[config.mk]
export PLATFORM = sky130hd
export DESIGN_NAME = diag_inv_seq
export DESIGN_NICKNAME = d
export VERILOG_FILES = /design/src/rtl/diag_pkg.sv /design/src/rtl/diag_addr_gen.sv /design/src/rtl/diag_inv_seq.sv
export SDC_FILE = /design/constraint.sdc
export NUM_CORES = 1
export LEC_CHECK = 0
export ABC_AREA = 1
export CAP_MARGIN = 20
export CORE_MARGIN = 3
export CORE_UTILIZATION = 35
export DETAILED_ROUTE_END_ITERATION = 16
export SLEW_MARGIN = 10
export SYNTH_ARGS = -nofsm -noshare
export SYNTH_HDL_FRONTEND = slang
export SYNTH_HIERARCHICAL = 1
export SYNTH_SLANG_ARGS = --single-unit
[constraint.sdc]
create_clock -name clk -period 2 [get_ports clk]
set_clock_uncertainty 0.15 [all_clocks]
set_input_delay 0.3 -clock clk [delete_from_list [all_inputs] [get_ports clk]]
set_output_delay 0.3 -clock clk [all_outputs]
set_load 0.02 [all_outputs]
[src/rtl/diag_pkg.sv]
// Shared definitions for the diagonal-inverse sequencer and the reciprocal
// unit wrapper: data width, FSM state encoding, saturation value and the
// fixed-point formats on each side of the reciprocal unit.
package diag_pkg;

    localparam int DW = 16;

    // Value written for an element whose reciprocal could not be obtained
    localparam logic [DW-1:0] SAT_MAX = 16'h7FFF;

    // Matrix elements are Q3.13, reciprocal results are Q4.12
    localparam int Q_IN_INT   = 3;
    localparam int Q_IN_FRAC  = 13;
    localparam int Q_OUT_INT  = 4;
    localparam int Q_OUT_FRAC = 12;

    localparam logic [DW-1:0] Q_IN_ONE  = 16'h2000;
    localparam logic [DW-1:0] Q_OUT_ONE = 16'h1000;

    typedef enum logic [2:0] {
        IDLE,
        RD,
        RD_WAIT,
        ISSUE,
        WAIT_INV,
        WRITE,
        FIN
    } state_t;

    // True for an operand whose reciprocal is undefined
    function automatic logic is_zero(input logic [DW-1:0] value);
        return value == '0;
    endfunction

endpackage

[src/rtl/diag_addr_gen.sv]
// Diagonal address generator: walks row*N+col along the main diagonal by
// adding N+1 per element, so no multiplier is needed.
module diag_addr_gen
    import diag_pkg::*;
#(
    parameter int N  = 8,
    parameter int AW = $clog2(N * N)
) (
    input  logic          clk,
    input  logic          rst,
    input  logic          clear,
    input  logic          step,
    output logic [AW-1:0] addr
);

    // Restart at element (0,0) on clear, advance one diagonal step on step
    always_ff @(posedge clk or negedge rst) begin
        if (!rst) begin
            addr <= '0;
        end else if (clear) begin
            addr <= '0;
        end else if (step) begin
            addr <= addr + AW'(N + 1);
        end
    end

endmodule

[src/rtl/diag_inv_seq.sv]
// Diagonal inverse sequencer: reads each diagonal element of an N x N
// matrix, feeds it to an external reciprocal unit, and writes the results
// (the D^-1 diagonal) to a result buffer. Elements whose result never
// arrives are replaced by SAT_MAX and flagged through the sticky err output.
// Optional build macro DIAG_ZERO_CHECK_EN: zero operands are not issued to
// the reciprocal unit; they are written as SAT_MAX and flagged instead.
module diag_inv_seq
    import diag_pkg::*;
#(
    parameter int N       = 8,
    parameter int INV_LAT = 4,
    parameter int TMO_CYC = 64
) (
    input  logic                     clk,
    input  logic                     rst,
    input  logic                     start,
    output logic                     mat_rd,
    output logic [$clog2(N*N)-1:0]   mat_addr,
    input  logic [DW-1:0]            mat_rdata,
    output logic                     inv_en,
    output logic [DW-1:0]            inv_d,
    input  logic                     inv_flag,
    input  logic [DW-1:0]            inv_q,
    output logic                     res_we,
    output logic [$clog2(N)-1:0]     res_addr,
    output logic [DW-1:0]            res_wdata,
    output logic                     busy,
    output logic                     done,
    output logic                     err
);

    localparam int AW = $clog2(N * N);
    localparam int IW = $clog2(N);
    localparam int CW = $clog2(TMO_CYC + 1);
    localparam int LW = (INV_LAT > 0) ? $clog2(INV_LAT + 1) : 1;

    state_t        state;
    logic [IW-1:0] idx;
    logic [LW-1:0] lat_cnt;
    logic [CW-1:0] tmo_cnt;
    logic          last_elem;
    logic          lat_ok;
    logic          tmo_hit;
    logic          addr_clear;
    logic          addr_step;
    logic          zero_skip;

    assign last_elem  = (idx == IW'(N - 1));
    assign lat_ok     = (lat_cnt >= LW'(INV_LAT));
    assign tmo_hit    = (tmo_cnt >= CW'(TMO_CYC));
    assign addr_clear = (state == IDLE) && start;
    assign addr_step  = (state == WRITE) && !last_elem;
    assign res_addr   = idx;

`ifdef DIAG_ZERO_CHECK_EN
    assign zero_skip = is_zero(mat_rdata);
`else
    assign zero_skip = 1'b0;
`endif

    diag_addr_gen #(
        .N  (N),
        .AW (AW)
    ) u_addr_gen (
        .clk   (clk),
        .rst   (rst),
        .clear (addr_clear),
        .step  (addr_step),
        .addr  (mat_addr)
    );

    // Latency and timeout counters: zero in ISSUE, then one count per cycle
    // in WAIT_INV, saturating so a stalled reciprocal unit cannot wrap them
    always_ff @(posedge clk or negedge rst) begin
        if (!rst) begin
            lat_cnt <= '0;
            tmo_cnt <= '0;
        end else if (state == RD_WAIT) begin
            lat_cnt <= '0;
            tmo_cnt <= '0;
        end else if (state == ISSUE || state == WAIT_INV) begin
            if (lat_cnt != LW'(INV_LAT)) begin
                lat_cnt <= lat_cnt + 1'b1;
            end
            if (tmo_cnt != CW'(TMO_CYC)) begin
                tmo_cnt <= tmo_cnt + 1'b1;
            end
        end
    end

    // Sequencing FSM with all handshake and status outputs registered
    always_ff @(posedge clk or negedge rst) begin
        if (!rst) begin
            state     <= IDLE;
            idx       <= '0;
            mat_rd    <= 1'b0;
            inv_en    <= 1'b0;
            inv_d     <= '0;
            res_we    <= 1'b0;
            res_wdata <= '0;
            busy      <= 1'b0;
            done      <= 1'b0;
            err       <= 1'b0;
        end else begin
            case (state)
                IDLE: begin
                    if (start) begin
                        idx    <= '0;
                        err    <= 1'b0;
                        mat_rd <= 1'b1;
                        busy   <= 1'b1;
                        state  <= RD;
                    end
                end
                RD: begin
                    mat_rd <= 1'b0;
                    state  <= RD_WAIT;
                end
                RD_WAIT: begin
                    if (zero_skip) begin
                        err       <= 1'b1;
                        res_wdata <= SAT_MAX;
                        res_we    <= 1'b1;
                        state     <= WRITE;
                    end else begin
                        inv_d  <= mat_rdata;
                        inv_en <= 1'b1;
                        state  <= ISSUE;
                    end
                end
                ISSUE: begin
                    state <= WAIT_INV;
                end
                WAIT_INV: begin
                    if (inv_flag && lat_ok) begin
                        res_wdata <= inv_q;
                        res_we    <= 1'b1;
                        inv_en    <= 1'b0;
                        inv_d     <= '0;
                        state     <= WRITE;
                    end else if (tmo_hit) begin
                        err       <= 1'b1;
                        res_wdata <= SAT_MAX;
                        res_we    <= 1'b1;
                        inv_en    <= 1'b0;
                        inv_d     <= '0;
                        state     <= WRITE;
                    end
                end
                WRITE: begin
                    res_we <= 1'b0;
                    if (!last_elem) begin
                        idx    <= idx + 1'b1;
                        mat_rd <= 1'b1;
                        state  <= RD;
                    end else begin
                        done  <= 1'b1;
                        state <= FIN;
                    end
                end
                FIN: begin
                    done  <= 1'b0;
                    busy  <= 1'b0;
                    state <= IDLE;
                end
                default: begin
                    state <= IDLE;
                end
            endcase
        end
    end

endmodule

Yosys cells after proc, flatten, opt, wreduce, memory -nomap -nowiden
Cells that the tools add are included.
W data, S select, Z words.

word-level totals
  flip-flop bits (word level) = 60
  latch bits = 0
  memory bits (writable) = 0
  bits in read-only memories = 0
  bits of input ports = 36
  output and inout bits = 47
  memories = 0

cells by class
  add/sub/neg operators = 4
  multipliers = 0
  divide/modulo/power cells = 0
  $lt $le $gt $ge = 2
  equality and inequality tests = 15
  shifts and indexed selects = 0
  multiplexer cells = 36
  bitwise operators = 0
  reduce and logical (&&, ||, !) cells = 29

operators by type and width
  cell                   count
  $mux W16               4
  $pmux W16 S2           1
  $mux W3                9
  $reduce_bool A2 Y1     11
  $mux W7                3
  $pmux W3 S6            1
  $reduce_and A2 Y1      8
  $eq A3 B3 Y1 const B   4
  $mux W6                2
  $ne A2 B2 Y1 const B   5
  $pmux W1 S2            5
  $mux W1                9
  $add A7 B1 Y7 const B  1
  $ge A7 B7 Y1 const B   1
  $ne A7 B7 Y1 const B   1
  $add A3 B1 Y3 const B  2
  $add A6 B4 Y6 const B  1
  $eq A3 B2 Y1 const B   2
  $pmux W3 S2            1
  $reduce_and A3 Y1      2
  $reduce_and A4 Y1      1
  $eq A3 B1 Y1 const B   1
  $ge A3 B3 Y1 const B   1
  $logic_and A1 B1 Y1    3
  7 further kinds        7

Depth between registers and ports, before layout
Gate-level depths: netlist of run 1.

  word-level depth = 5
  gate-level depth with buffers = 11
  gate-level depth less buffers = 11

Hierarchy
The synthesis of run 1 kept the hierarchy.

modules (own cells, without submodules)
  module         times used  cells each  area an instance (µm²)  seq. area each (µm²)
  diag_inv_seq   1           259         2401.1                  1351.3
  diag_addr_gen  1           38          324.1                   150.1

Worst setup path before layout of run 1
No wires, ideal clock.

  path type = register to register
  start = register idx[0] (netlist: res_addr[0])
  end = register u_addr_gen.addr[4]
  data arrival time = 1.652 ns
  required time = 1.731 ns
  setup slack = 0.078 ns
  cell stages (with the launch flop) = 9
  cells stage by stage = dfrtp_1 -> ha_1 -> ha_1 -> nor2_1 -> inv_2 -> nand2_4 -> nand2_2 -> a21oi_1 -> nor2_1

on the way
  cells in the longest elaborated chain, start to end = 4

RTL lines
  item                          line                 source
  start, declared               diag_inv_seq.sv:38   logic [IW-1:0] idx;
  start signal, assigned        diag_inv_seq.sv:153  idx <= idx + 1'b1;
  $eq A3 B3 Y1                  diag_inv_seq.sv:48   assign last_elem = (idx == IW'(N - 1));
  $logic_not A1 Y1              -
  $logic_and A1 B1 Y1           diag_inv_seq.sv:52   assign addr_step = (state == WRITE) && !last_elem;
  named net addr_step           diag_inv_seq.sv:45   logic addr_step;
  $reduce_bool A2 Y1 (no line)  -
  end signal, assigned          diag_addr_gen.sv:23  addr <= addr + AW'(N + 1);
  end, declared                 diag_addr_gen.sv:13  output logic [AW-1:0] addr

The timed path passes the listed nets, and every way through them passes these cells.
A chain may end at the register's enable or synchronous reset.

Worst setup path after layout of run 1
  start = register u_addr_gen.addr[2]
  end = output port mat_addr[2]

RTL lines
  item           line                source
  end, declared  diag_inv_seq.sv:18  output logic [$clog2(N*N)-1:0] mat_addr,

No word-level cell between the ends.

==> impl_metrics.toml, run 1 <==
[clock_tree]
clk_pin_slew_worst_paths_ps = 60
cts_made_buffers = 9
clock_path_buffers = 2
post_cts_buffers = 0
clock_latency_ps = 340
cts.htree.levels = 3
cts_root_buf = "clkbuf_8"
cts.sinks = 60
tritoncts = "yes"

[hold_path]
min_path_type = "reg -> reg"
whs_path_depth = 2
whs_endpoint = "inv_en$_DFFE_PN0P_"
min_from = "inv_en$_DFFE_PN0P_"

[worst_setup_path]
critPathRequiredTime_ps = 1550
crit_type = "reg -> out"
cp_cell_sequence = "clkdlybuf4s50_1"
worst-path-buf-inv = 1
r2r_start = "state[0]$_DFFE_PN0P_"
endpoint_kind = "output port"
startpoint_type = "register"
max_stage_delay_ps = 640
arrival_ps = 1410
rr_worst_depth = 10
r2r_end = "u_addr_gen/addr[4]$_DFFE_PN0P_"
path_delay_family = "buffers and inverters"
worst-path-max-fanout = 4
reg2reg_slack_ps = 230
slowest_stage = "clkdlybuf4s50_1"

[timing]
max_clock_freq_ghz = 0.537
tns_ps = 0
worst_pin_slew_ps = 322
rsz0062_at_grt = "false"
finalCriticalPeriod_ps = 1860
final_hold_viol_count = 0
finalCritPeriodShare = 0.930
worst_slack_ps = 139
final-setup-viol-count = 0
slew_headroom = 0.784
slew_violations = 0

[grt]
grt_pass1_wl_mm = 10.8
grt_antenna_before_repair = 0
grt_use_total = 0.155
grt_pass1_vias = 2374
grt.overflow.total = 0
grt_max_degree = 61

[placement]
io_buffers = 82
hpwl_mm = 4.56
dp_slack_ps = 258
gp_congestion = 0.825

[yosys]
synth.top_cell.area_share = 0.551
synthTopCellsByArea = "dfrtp_1 55%, nand2_1 11%, nand3_1 6.2%"
yosysSeqAreaShare = 0.551
yosys.area.top_type = "dfrtp_1"
synth_cell_type_count = 27
synth_edf_count = 0
synth_area_um2 = 2730
async_flop_share = 1.00
synth_warnings = 6
synth_cells = 297
synth_nets = 340
synth-main-ff-cell = "dfrtp_1"
ys_ff_latch = 60
avgSynthCellArea_um2 = 9.18

[route]
ant_nets = 0
drt-wirelength-per-cell_um = 12.9
via_per_inst = 4.63
vias = 2285
drc = 0
dr.pass1.iters = 4
routed_wl_mm = 6.35
drt-initial-drc-count = 64

[die]
die_area_um2 = 8880
start_util = 0.368
die_h_um = 94.2
ios = 83
coreArea_um2 = 7410
die_w_um = 94.2
rows = 31

[run]
maxCapViolations = 0

[layout]
fin_nets = 432
fill_cells = 697
num_antenna_cells = 0
fin_util = 0.522
area_growth_pct = 41.9
drive_gt1_frac = 0.0914

[power]
p_per_area_nw_per_um2 = 1560
cellLeakagePower_uw = 0.00183
ir_drop_uv = 716

[status]
status = "finished, final reports clean"
==> cell usage after synthesis, types with 2 or more instances <==
cell type / number
dfrtp_1: 60
a21oi_1: 7
buf_2: 3
inv_2: 4
nor3_1: 3
nand3b_1: 2
nor2_1: 22
buf_6: 4
nand3_2: 2
inv_1: 23
o22a_1: 15
ha_1: 7
o21ai_0: 15
xor2_1: 3
nand3_1: 34
nand2_1: 79
nand2_2: 4
==> kinds of logic (layout without fill, tap and decap cells) <==
kind of cell	count (synthesis)	after routing	share of synthesized area
simple gates	150	150	0.244
xor+xnor	4	4	0.0129
flops	60	60	0.551
compound gates	40	40	0.0964
buf+inv	36	133	0.0634
fa+ha+maj	7	7	0.0321
==> how the worst max path moves through the flow <==
stage	startpoint	endpoint	slack (ps)	depth (start not counted)
2_1_floorplan	res_addr[0]$_DFFE_PN0P_	u_addr_gen/addr[4]$_DFFE_PN0P_	80	8
4_1_cts	u_addr_gen/addr[2]$_DFFE_PN0P_	mat_addr[2]	120	1
3_3_place_gp	inv_flag	res_wdata[4]$_DFFE_PN0P_	260	5
3_5_place_dp	res_addr[0]$_DFFE_PN0P_	res_addr[0]$_DFFE_PN0P_	260	7
5_1_grt	state[0]$_DFFE_PN0P_	u_addr_gen/addr[4]$_DFFE_PN0P_	10	10
6_report	u_addr_gen/addr[2]$_DFFE_PN0P_	mat_addr[2]	140	1
==> per-layer routing <==
layer	vias to the layer above	wire length, µm	global-route usage
met1	1072	2890	0.187
li1	1157	-	-
met4	0	83	0.0505
met2	47	3080	0.259
met5	-	0	0
met3	9	299	0.0505
==> cell usage in the layout (no fill, tap or decap), types with 3 or more instances in the layout <==
cell             count
a21oi_1              7
buf_4                5
clkbuf_8            11
clkdlybuf4s50_1     81
dfrtp_1             60
ha_1                 7
inv_1               23
inv_2                4
nand2_1             79
nand2_2              4
nand3_1             34
nor2_1              22
nor3_1               3
o21ai_0             15
o22a_1              15
xor2_1               3
==> per-stage QoR <==
stage | cell area (µm²) | hold slack [ps] | cells | power (µW)
2_1_floorplan | 2730 | -146 | 297 | 3700
3_5_place_dp | 3650 | 183 | 476 | 4970
3_3_place_gp | 3650 | 187 | 476 | 4900
6_report | 3870 | 321 | 493 | 6020
4_1_cts | 3870 | 324 | 493 | 6100
5_1_grt | 3870 | 324 | 493 | 6480
==> power breakdown <==
group	leakage (µW)	total (µW)	switching, µW	internal, µW
Combinational	0.000988	2820	1530	1290
Sequential	0.000744	2090	357	1730
Clock	0.000102	1110	472	639
==> state kept, by name, indices dropped and copies added (netlist names) <==
name / count
res_wdata: 16
inv_d: 16
u_addr_gen/addr: 6
err: 1
done: 1
state: 3
mat_rd: 1
res_addr: 3
busy: 1
tmo_cnt: 7
inv_en: 1
res_we: 1
lat_cnt: 3
==> area by class of cell <==
type / count / area (µm²) / area share
sequential: 60 / 1500 / 0.388
clock inverter: 4 / 47.5 / 0.0123
tap: 99 / 124 / 0.0320
clock buffer: 12 / 155 / 0.0401
multi-input combinational: 201 / 1050 / 0.272
timing repair buffer: 89 / 883 / 0.228
inverter: 28 / 105 / 0.0272
==> repair_timing <==
action / CTS / global route
hold endpoints to repair: 60 / 0
gates resized for setup: 0 / 0
hold buffers: 1 / 0
Power figures use the tool's default switching activity.
==> run 2: changes to the inputs <==
- RECOVER_POWER: default -> 50
- SKIP_CTS_REPAIR_TIMING: default -> 1
==> impl_metrics.toml, run 2 (same netlist as run 1, synthesis figures left out) <==
[worst_setup_path]
path_delay_family = "buffers and inverters"
startpoint_type = "register"
endpoint_kind = "output port"
slowest_stage = "clkdlybuf4s50_1"
worst-path-buf-inv = 1
critPathRequiredTime_ps = 1550
crit_type = "reg -> out"
max_stage_delay_ps = 640
cp_cell_sequence = "clkdlybuf4s50_1"
worst-path-max-fanout = 4
arrival_ps = 1410

[placement]
place_inst = 476
hpwl_mm = 4.56
io_buffers = 82
gp_congestion = 0.825

[grt]
grt.overflow.total = 0
grt_pass1_wl_mm = 10.8
grt_use_total = 0.154
grt_pass1_vias = 2371
grt_max_degree = 61
grt_antenna_before_repair = 0

[timing]
final_hold_viol_count = 0
tns_ps = 0
finalCritPeriodShare = 0.931
max_clock_freq_ghz = 0.537
final-setup-viol-count = 0
rsz0062_at_grt = "false"
slew_headroom = 0.461
finalCriticalPeriod_ps = 1860
worst_pin_slew_ps = 808
slew_violations = 0

[power]
cellLeakagePower_uw = 0.00183
p_per_area_nw_per_um2 = 1560
ir_drop_uv = 716
power_frac_comb = 0.467
p_seq_frac = 0.347
p_sw_frac = 0.393
power.internal_uw = 3640
power_frac_clock = 0.186
power.switching_uw = 2350

[clock_tree]
cts.htree.levels = 3
cts.sinks = 60
clk_pin_slew_worst_paths_ps = 60
clock_path_buffers = 2
cts_root_buf = "clkbuf_8"
cts_made_buffers = 9
tritoncts = "yes"
clock_latency_ps = 340

[layout]
num_antenna_cells = 0
mostFrequentLayoutCells = "81 x nand2_1, 81 x clkdlybuf4s50_1, 60 x dfrtp_1, 35 x nand3_1, 25 x inv_1"
register_area_um2 = 1500
fin_cells = 493
largest_registers = "inv_d (16), res_wdata (16), tmo_cnt (7)"
fill_cells = 702
multiInputGateArea_um2 = 1040
drive_gt1_frac = 0.0761
fin_nets = 432
area_growth_pct = 40.8

[status]
status = "finished, final reports clean"

[die]
rows = 31
start_util = 0.368
die_h_um = 94.2
die_area_um2 = 8880
die_w_um = 94.2
coreArea_um2 = 7410
ios = 83

[run]
maxCapViolations = 0

[route]
drc = 0
vias = 2284
drt-initial-drc-count = 60
via_per_inst = 4.63
dr.pass1.iters = 5
drt-wirelength-per-cell_um = 12.9
routed_wl_mm = 6.37
ant_nets = 0

[hold_path]
min_path_type = "reg -> reg"
-- run 2: cell count changes in the layout (fill, tap and decap cells not counted), sizes merged --
cell    change
clkbuf      +3
buf         -3
-- run 2: layout make-up --
cell class,count,area share
Sequential cell,60,0.391
Multi-Input combinational cell,201,0.271
Timing Repair Buffer,89,0.226
Clock buffer,12,0.0404
Tap cell,99,0.0323
Inverter,28,0.0274
Clock inverter,4,0.0124
-- run 2: through the flow --
stage | util | setup slack, ps | power, µW | area (µm²) | hold slack (ps)
6_report | 0.518 | 138 | 5990 | 3840 | 321
3_3_place_gp | 0.493 | 255 | 4900 | 3650 | 187
5_1_grt | 0.518 | 38.9 | 6450 | 3840 | 324
4_1_cts | 0.521 | 120 | 6090 | 3860 | -178
3_5_place_dp | 0.493 | 258 | 4970 | 3650 | 183
2_1_floorplan | - | 78.5 | 3700 | 2730 | -146
-- run 2: path summary, 6_finish.rpt --
check                                               startpoint                             end  slack, ps  depth (start not counted)
max in group asynchronous                                  rst          tmo_cnt[1]$_DFFE_PN0P_        630                          3
min in group asynchronous                                  rst  u_addr_gen/addr[4]$_DFFE_PN0P_        550                          3
worst max-delay path            u_addr_gen/addr[2]$_DFFE_PN0P_                     mat_addr[2]        140                          1
worst min-delay path                        inv_en$_DFFE_PN0P_              inv_en$_DFFE_PN0P_        320                          2
worst max register to register            state[2]$_DFFE_PN0P_          tmo_cnt[6]$_DFFE_PN0P_        220                          6
worst min register to register              inv_en$_DFFE_PN0P_              inv_en$_DFFE_PN0P_        320                          2
-- run 2: worst register-to-register path, cell delays in order, from the launching register on --
cell	delay (ps)
dfrtp_1	430
inv_1	100
nand3_1	130
clkbuf_2	370
nand3_1	140
nand2_1	200
o21ai_0	130
-- run 2: metal layers --
metal / wire length [µm] / part of all wire / GRT usage / vias up
met4: 84 / 0.013 / 0.0505 / 0
met3: 297 / 0.047 / 0.0505 / 9
met5: 0 / 0 / 0 / -
met1: 2910 / 0.46 / 0.186 / 1072
met2: 3080 / 0.48 / 0.259 / 47
li1: - / - / - / 1156
-- run 2: power groups by stage --
stage / Clock (µW) / Sequential (µW) / Combinational (µW)
3_3_place_gp: 0 / 2090 / 2810
5_1_grt: 1210 / 2160 / 3080
3_5_place_dp: 0 / 2110 / 2860
2_1_floorplan: 0 / 2570 / 1130
6_report: 1110 / 2080 / 2800
4_1_cts: 1140 / 2090 / 2860
